**src/rtl/data_mem_arbiter.sv**
```systemverilog
`timescale 1ns/1ps
`default_nettype none
// ============================================================================
// Module      : data_mem_arbiter
// Description : Two-port fixed-priority arbiter for a single-port data memory,
//               with port-1 starvation relief and 1-cycle read response routing.
// Revision    : 1.0 - initial release
// ============================================================================
module data_mem_arbiter #(
    parameter int DATA_WIDTH   = 32,
    parameter int ADDR_WIDTH   = 10,
    parameter int STARVE_LIMIT = 4
) (
    input  logic                  clk,
    input  logic                  rst_n,
    input  logic                  p0_req,
    input  logic                  p0_we,
    input  logic [3:0]            p0_be,
    input  logic [ADDR_WIDTH-1:0] p0_addr,
    input  logic [DATA_WIDTH-1:0] p0_wdata,
    output logic                  p0_gnt,
    output logic                  p0_rvalid,
    output logic [DATA_WIDTH-1:0] p0_rdata,
    input  logic                  p1_req,
    input  logic                  p1_we,
    input  logic [3:0]            p1_be,
    input  logic [ADDR_WIDTH-1:0] p1_addr,
    input  logic [DATA_WIDTH-1:0] p1_wdata,
    output logic                  p1_gnt,
    output logic                  p1_rvalid,
    output logic [DATA_WIDTH-1:0] p1_rdata,
    output logic                  mem_req,
    output logic                  mem_we,
    output logic [3:0]            mem_be,
    output logic [ADDR_WIDTH-1:0] mem_addr,
    output logic [DATA_WIDTH-1:0] mem_wdata,
    input  logic                  mem_rvalid,
    input  logic [DATA_WIDTH-1:0] mem_rdata
);

    localparam int                 c_CNT_W = $clog2(STARVE_LIMIT + 1);
    localparam logic [c_CNT_W-1:0] c_LIMIT = c_CNT_W'(STARVE_LIMIT);

    logic [c_CNT_W-1:0] r_starve_cnt;
    logic               r_rd_pend;
    logic               r_rd_owner;
    logic               w_starved;
    logic               w_p0_win;
    logic               w_p1_win;

    // Grants are qualified by rst_n so nothing reaches memory while in reset.
    assign w_starved = (r_starve_cnt == c_LIMIT);
    assign w_p1_win  = rst_n && p1_req && (w_starved || !p0_req);
    assign w_p0_win  = rst_n && p0_req && !w_p1_win;

    assign p0_gnt  = w_p0_win;
    assign p1_gnt  = w_p1_win;
    assign mem_req = w_p0_win | w_p1_win;

    always_comb begin
        mem_we    = 1'b0;
        mem_be    = '0;
        mem_addr  = '0;
        mem_wdata = '0;
        if (w_p1_win) begin
            mem_we    = p1_we;
            mem_be    = p1_be;
            mem_addr  = p1_addr;
            mem_wdata = p1_wdata;
        end else if (w_p0_win) begin
            mem_we    = p0_we;
            mem_be    = p0_be;
            mem_addr  = p0_addr;
            mem_wdata = p0_wdata;
        end
    end

    always_ff @(posedge clk or negedge rst_n) begin
        if (!rst_n) begin
            r_starve_cnt <= '0;
            r_rd_pend    <= 1'b0;
            r_rd_owner   <= 1'b0;
        end else begin
            if (!p1_req || w_p1_win) begin
                r_starve_cnt <= '0;
            end else if (!w_starved) begin
                r_starve_cnt <= r_starve_cnt + 1'b1;
            end
            // Fixed 1-cycle memory latency: a single stage tracks the owner.
            r_rd_pend  <= mem_req & ~mem_we;
            r_rd_owner <= w_p1_win;
        end
    end

    assign p0_rvalid = r_rd_pend & mem_rvalid & ~r_rd_owner;
    assign p1_rvalid = r_rd_pend & mem_rvalid &  r_rd_owner;
    assign p0_rdata  = mem_rdata;
    assign p1_rdata  = mem_rdata;

`ifndef SYNTHESIS
    a_one_gnt : assert property (@(posedge clk) disable iff (!rst_n)
        !(p0_gnt && p1_gnt));
    a_p0_rv : assert property (@(posedge clk) disable iff (!rst_n)
        p0_rvalid |-> $past(p0_gnt && !p0_we));
    a_p1_rv : assert property (@(posedge clk) disable iff (!rst_n)
        p1_rvalid |-> $past(p1_gnt && !p1_we));
    a_cnt_max : assert property (@(posedge clk) disable iff (!rst_n)
        r_starve_cnt <= c_LIMIT);
`endif

endmodule
`default_nettype wire

```
**config.mk**
```make
export PLATFORM = sky130hd
export DESIGN_NAME = data_mem_arbiter
export DESIGN_NICKNAME = d
export VERILOG_FILES = /design/src/rtl/data_mem_arbiter.sv
export SDC_FILE = /design/constraint.sdc
export NUM_CORES = 1
export LEC_CHECK = 0
export CORE_AREA = 2 2 95 97
export DETAILED_ROUTE_END_ITERATION = 8
export DIE_AREA = 0 0 97 99
export GPL_TIMING_DRIVEN = 0
export PLACE_DENSITY = 0.72
export SETUP_SLACK_MARGIN = 0.15
export SKIP_LAST_GASP = 1
export SYNTH_ARGS = -nofsm -noshare
export SYNTH_HDL_FRONTEND = slang
export SYNTH_SLANG_ARGS = --single-unit
```
**constraint.sdc**
```tcl
create_clock -name clk -period 1.5 [get_ports clk]
set_clock_uncertainty 0.1 [all_clocks]
set_input_delay 0.15 -clock clk [delete_from_list [all_inputs] [get_ports clk]]
set_output_delay 0.15 -clock clk [all_outputs]
set_load 0.02 [all_outputs]
```
==> results of run 1 <==
-- power by group --
group | switching, uW | leakage, uW | total, uW | internal, uW
Sequential | 8.97 | 0.0000659 | 156 | 147
Combinational | 527 | 0.00188 | 1350 | 822
Clock | 67.8 | 0.0000228 | 250 | 183
-- worst register-to-register path, stage by stage, from the launching register on --
cell	delay [ns]
dfrtp_1	0.38
inv_2	0.07
ha_4	0.16
nand2_4	0.06
a21oi_4	0.17
buf_12	0.16
buf_12	0.14
buf_4	0.13
nor3b_2	0.04
-- cells in the mapped netlist --
| master | n | area (sq um) |
|---|---|---|
| and3_1 | 1 | 6.26 |
| mux2i_1 | 1 | 10.0 |
| nor2_1 | 3 | 11.3 |
| inv_1 | 3 | 11.3 |
| buf_6 | 6 | 67.6 |
| buf_4 | 65 | 488 |
| dfrtp_1 | 5 | 125 |
| a21oi_4 | 1 | 16.3 |
| a22o_1 | 47 | 412 |
| xnor2_1 | 1 | 8.76 |
| buf_2 | 3 | 15.0 |
| nand2_1 | 4 | 15.0 |
| a31oi_2 | 1 | 12.5 |
| nor3b_1 | 2 | 15.0 |
| a221oi_1 | 1 | 8.76 |
| nand2_2 | 1 | 6.26 |
| nor4b_1 | 1 | 8.76 |
| ha_1 | 2 | 25.0 |
| o21ai_0 | 1 | 5.00 |
-- logic make-up (layout without fill, tap and decap cells) --
| logic type | Yosys count | count (layout) |
|---|---|---|
| flops | 5 | 5 |
| fa+ha+maj | 2 | 2 |
| simple gates | 12 | 12 |
| buf+inv | 77 | 305 |
| compound gates | 51 | 51 |
| xor+xnor | 1 | 1 |
| mux | 1 | 1 |
-- routing by layer --
metal | vias to the layer above | GRT usage [%] | wire, um
li1 | 937 | - | -
met4 | 0 | 3.58 | 90
met1 | 875 | 12.2 | 2160
met2 | 141 | 24.8 | 3640
met5 | - | 0 | 0
met3 | 8 | 2.27 | 583
-- metrics by stage --
step           power [uW]  cells  hold WS [ns]  utilization, %  setup WS (ns)
6_report             1760    485         0.233            48.3         -0.380
5_1_grt              1830    485         0.266            48.3         -0.438
4_1_cts              1770    483         0.332            47.9         -0.418
3_5_place_dp         1480    471         0.328            46.8          -1.11
3_3_place_gp         1470    471         0.325            46.8          -1.09
2_1_floorplan         813    149        -0.246               -        -0.0474
-- final cells by class --
cell class,count,share of cell area (%)
timing repair buffer,224,52.1
multi-input combinational,67,24.6
buffer,74,15.6
tap,108,3.27
sequential,5,3.03
clock buffer,4,1.09
inverter,3,0.272
-- sequential cells by signal, summed over array words and instances (netlist names) --
register,cells
r_starve_cnt,3
r_rd_owner,1
r_rd_pend,1
-- path summary, 6_finish.rpt --
path                                 startpoint               to  slack, ns
worst min-delay path                     p1_req  r_starve_cnt[2]       0.23
min in group asynchronous                 rst_n  r_starve_cnt[1]       0.42
worst min register to register  r_starve_cnt[0]  r_starve_cnt[0]       0.61
worst max-delay path            r_starve_cnt[0]     mem_wdata[2]      -0.38
worst max register to register  r_starve_cnt[0]  r_starve_cnt[0]      -0.03
max in group asynchronous                 rst_n        r_rd_pend       0.69
-- repair_timing --
action,4_1_cts,5_1_grt
setup endpoints to repair,57,56
endpoints found under the hold margin,5,0
hold buffers,1,0
resized for setup,277,7
buffers inserted,7,2
pin swaps,3,1
==> results by group, run 1 <==
Outcome
  • Status: finished with violations
  • Failing checks: negative setup slack

Synth
  • Mux contribution to synthesized area: 0.790%
  • YS warnings: 0
  • Sequential share of the synthesized area: 9.87%
  • Synth Area in Adders: 1.97%
  • Xor/xnor share of the synthesized area: less than 1%
  • Main combinational cell family by area after synthesis: buffers and inverters
  • Syn Inst Count: 149
  • Syn avg cell area: approximately 8.5 sq um
  • Synth Register Bits: 5
  • Post-Syn Nets: 282
  • Synth unique cells: 19
  • Post-synthesis simple-gate area fraction: 4.94%
  • Synthesized area: 1270 sq um
  • Synth Area in Compound Gates: 35.8%

Cells and area
  • Nets: ~510
  • Share of layout cells above drive strength 1: 50.9%
  • Footprint of the multi-input gates: 1020 sq um
  • Synth-to-Final Area Change: 226%
  • Reg area: 125 sq um
  • Filler instances: around 790
  • Design area: 4130 sq um
  • Most frequent cells in the layout: 159 x clkdlybuf4s50_1, 111 x buf_4, 47 x a22o_4
  • Commonest non-fill, non-tap cell in the layout: clkdlybuf4s50_1
  • Diodes inserted: 0

Worst setup path
  • Worst setup SP type: flop
  • CP most frequent cell: buf_12
  • Critical Path, Cell by Cell: inv_2, ha_4, nand2_4, a21oi_4, buf_12, buf_12, a22o_4, buf_4
  • Critical path's largest stage delay: 0.38 ns
  • Max FO, Critical Path: 10
  • Setup CP Type: reg -> out
  • Reg2Reg Depth: 8
  • Worst Setup End Kind: output port
  • Req. time, crit path: 1.25 ns
  • Slowest-stage cell, CP: dfrtp_1
  • Worst Path Arrival: 1.63 ns
  • Largest delay share family, worst path: buffers and inverters
  • Crit path depth: 8
  • CP Buf/Inv Count: 4

Global route
  • Initial antenna violation count: 0
  • First-pass GRT wire length: 9.66 mm
  • Grt ovf: 0
  • Gr usage total: 12.1%
  • Largest net degree at the start of global routing: 11
  • Number of global-route vias before repair: 2005

Die
  • IO Pins: 247
  • Die height: 99 um
  • Die span in x: a little under 100 um
  • Num rows: 34
  • Die area: 9600 sq um
  • Core area: 8550 sq um
  • Initial Utilization: 14.8%

Min path
  • Hold Path Depth: 2
  • Min-delay worst type: in -> reg

STA
  • Crit path time final: 1.88 ns
  • F_max: 532 MHz
  • RSZ-0062 raised after global routing: true
  • # setup viols final: between 50 and 60
  • Period utilisation layout: 125%
  • Relative slew slack: 81.6%
  • Final count of hold timing violations: 0
  • Final WS setup: -0.380 ns
  • Setup TNS: -17.86 ns
  • Slew Viols, Final: 0
  • Least-Margin Pin Slew: 0.276 ns

Routing
  • ANT nets after route: 0
  • Vias: roughly 2000
  • Drt wl/cell: around 13 um
  • Drt first pass iters: 4
  • DRC: 0
  • Total Routed Length: about 6.5 mm
  • Drt first-iter violations: 11
  • DR vias/cell: between 4 and 5

Power and ir drop
  • PD cells: 425 nW/um^2
  • Peak VDD IR: between 0.0002 and 0.00025 V
  • Lkg Pwr: 0.00197 uW

CTS
  • CTS Sinks: 5
  • CTS H-tree depth: 1
  • Max Buffers Root-to-Sink: 2
  • CTS root buffer: clkbuf_8
  • Worst-path clk slew: approximately 0.040 ns
  • CTS tree: yes
  • Worst-skew pair later-pin latency: around 0.22 ns
  • Number of CTS-inserted buffers: 3

Flow run
  • Max-cap viol count: 0

Placement
  • HPWL Detailed: 5.62 mm
  • Placed instance area: about 4000 sq um
  • Placer congestion estimate: 0.744
  • I/O Buffers: 214
Note: power is estimated with default switching activity, not from simulation.
==> run 2: changes to the inputs <==
--- a/config.mk
+++ b/config.mk
@@ -11,6 +11,7 @@
 export GPL_TIMING_DRIVEN = 0
 export PLACE_DENSITY = 0.72
 export SETUP_SLACK_MARGIN = 0.15
+export SKIP_CTS_REPAIR_TIMING = 1
 export SKIP_LAST_GASP = 1
 export SYNTH_ARGS = -nofsm -noshare
 export SYNTH_HDL_FRONTEND = slang
==> run 2 against run 1 <==
The flow still finishes with violations (negative setup slack). Utilization hardly changed. Fmax is 2.9% lower. Sequential power hardly changed. Routed wire length is 2.0% higher. Sequential cell count stayed put. First-iteration DRC count is 27% lower. Combinational power hardly changed. Highest routed layer unchanged. Critical path type unchanged. Via count hardly changed. Critical path depth stayed put. Register-to-register slack worse by 0.03 ns. Sequential share of layout area hardly changed. Design area hardly changed.
==> results by group, run 2 (synthesized netlist as in run 1, its figures left out) <==
Power and ir drop
  • Peak VDD IR: approximately 0.00023 V
  • PD cells: 425 nW/um^2
  • Lkg Pwr: 0.00201 uW
  • Pwr Total: between 1500 and 2000 uW

CTS
  • Worst-path clk slew: 0.04 ns
  • CTS tree: yes
  • Number of CTS-inserted buffers: 3
  • Max Buffers Root-to-Sink: 2
  • CTS H-tree depth: 1
  • CTS Sinks: 5
  • Worst-skew pair later-pin latency: 0.22 ns
  • CTS root buffer: clkbuf_8

STA
  • Relative slew slack: 81.6%
  • Hold WS: about 0.16 ns
  • Final WS setup: -0.436 ns
  • # setup viols final: 52
  • Period utilisation layout: 129%
  • F_max: 517 MHz
  • Final count of hold timing violations: 0
  • Slew Viols, Final: 0
  • Crit path time final: slightly below 2 ns
  • Least-Margin Pin Slew: 0.275 ns
  • RSZ-0062 raised after global routing: true

Die
  • IO Pins: 247
  • Die area: about 9600 sq um
  • Die span in x: 97 um
  • Initial Utilization: about 15%
  • Num rows: 34
  • Die height: 99 um
  • Core area: between 8000 and 9000 sq um

Worst setup path
  • Worst Setup End Kind: output port
  • Max FO, Critical Path: 10
  • Critical path's largest stage delay: 0.40 ns
  • Slowest-stage cell, CP: dfrtp_1
  • Worst Path Arrival: 1.69 ns
  • Reg2Reg Depth: 8
  • CP most frequent cell: buf_12
  • Worst setup SP type: flop
  • Setup CP Type: reg -> out
  • Critical Path, Cell by Cell: inv_2, ha_4, nand2_4, a21oi_4, buf_12, buf_12, a22o_4, clkbuf_4
  • Reg-to-Reg End: r_starve_cnt[0]
  • Origin of the critical flop-to-flop path: r_starve_cnt[0]
  • Crit. Startpoint: r_starve_cnt[0]
  • Req. time, crit path: ~1.3 ns
  • R2R Setup Slk: -0.06 ns

Global route
  • Grt ovf: 0
  • Gr usage total: between 10% and 20%
  • First-pass GRT wire length: 9.57 mm
  • Largest net degree at the start of global routing: 12
  • Number of global-route vias before repair: 1992
  • Initial antenna violation count: 1

Outcome
  • Failing checks: negative setup slack
  • Status: finished with violations

Cells and area
  • Most frequent cells in the layout: 159 x clkdlybuf4s50_1, 107 x buf_4, 47 x a22o_4
  • Nets: 513
  • Share of layout cells above drive strength 1: 51.5%
  • Final core occ: 48.4%
  • Filler instances: 795
  • Design area: between 4000 and 5000 sq um
  • Biggest register: r_starve_cnt
  • Biggest regs: r_starve_cnt (3), r_rd_owner (1), r_rd_pend (1)
  • Synth-to-Final Area Change: 226%
  • Max reg flops: 3
  • Commonest non-fill, non-tap cell in the layout: clkdlybuf4s50_1

Routing
  • Drt wl/cell: 13.5 um
  • Drt first-iter violations: 8
  • DRC: 0
  • ANT nets after route: 0
  • Drt first pass iters: 3
  • DR vias/cell: 4.02
  • Vias: approximately 2000
  • Total Routed Length: ~6.6 mm

Min path
  • Hold wc startpoint: p1_req
  • Hold Path Depth: 2
  • End of the worst hold path: r_starve_cnt[2]
  • Min-delay worst type: in -> reg

Placement
  • I/O Buffers: 214
  • Pre-CTS setup slack: -1.11 ns
  • Placer congestion estimate: 0.744
  • Placed instance area: 4000 sq um
  • HPWL Detailed: 5.62 mm

Flow run
  • Max-cap viol count: 0
run 2: cell types whose count changed in the layout (fill, tap and decap cells not counted), sizes merged:
cell,previous run,this run
dlymetal6s2s,2,4
clkdlybuf4s15,1,0
dlygate4sd2,2,0
clkbuf,5,13
diode,0,1
buf,132,127
run 2: layout make-up:
cell class,count,area (sq um),area share (%)
Clock buffer,4,45.0,1.09
Tap cell,108,135,3.27
Antenna cell,1,2.50,0.0605
Multi-Input combinational cell,67,1020,24.8
Buffer,74,642,15.5
Inverter,3,11.3,0.272
Sequential cell,5,125,3.03
Timing Repair Buffer,226,2150,52.0
run 2: worst max-delay path by stage:
| stage | endpoint | depth (start not counted) | slack [ns] |
|---|---|---|---|
| after global routing | mem_addr[0] | 8 | -0.49 |
| after CTS | mem_wdata[8] | 7 | -1.12 |
| after global placement | mem_wdata[5] | 7 | -1.09 |
| final | mem_addr[0] | 8 | -0.44 |
| after detailed placement | mem_wdata[8] | 7 | -1.11 |
| after floorplan | mem_wdata[17] | 6 | -0.05 |
run 2: routing by layer:
metal  vias to the layer above  global-route usage (%)  part of all wire [%]
li1                        940                       -                     -
met1                       877                    12.6                    33
met2                       139                    23.9                    57
met3                         6                    2.20                   9.1
met4                         0                    3.58                   1.2
met5                         -                       0                     0
run 2: power breakdown:
part / internal (uW) / total, uW / switching, uW / leakage [uW]
Clock: 183 / 251 / 68.7 / 0.0000228
Sequential: 147 / 157 / 9.80 / 0.0000659
Combinational: 820 / 1350 / 531 / 0.00192
Total: 1150 / 1760 / 610 / 0.00201
run 2: stage by stage:
| step | TNS (ns) | cells |
|---|---|---|
| floorplan | -2.19 | 149 |
| global placement | -52.92 | 471 |
| detailed placement | -52.73 | 471 |
| CTS | -52.37 | 475 |
| global route | -22.30 | 488 |
| finish | -20.11 | 488 |
run 2: worst max-delay path, delay by kind of cell (launching register included):
kind / cells / cell delay (ns)
adders and majority gates: 1 / 0.16
buffers and inverters: 4 / 0.53
DFF: 1 / 0.40
and+or+nand+nor: 1 / 0.07
AOI/OAI and AO/OA: 2 / 0.30
==> run 3: changes to the inputs <==
--- a/config.mk
+++ b/config.mk
@@ -5,6 +5,7 @@
 export SDC_FILE = /design/constraint.sdc
 export NUM_CORES = 1
 export LEC_CHECK = 0
+export CAP_MARGIN = 20
 export CORE_AREA = 2 2 95 97
 export DETAILED_ROUTE_END_ITERATION = 8
 export DIE_AREA = 0 0 97 99
==> results of run 3 <==
The final DEF is identical to that of run 2; final timing and power are the same.
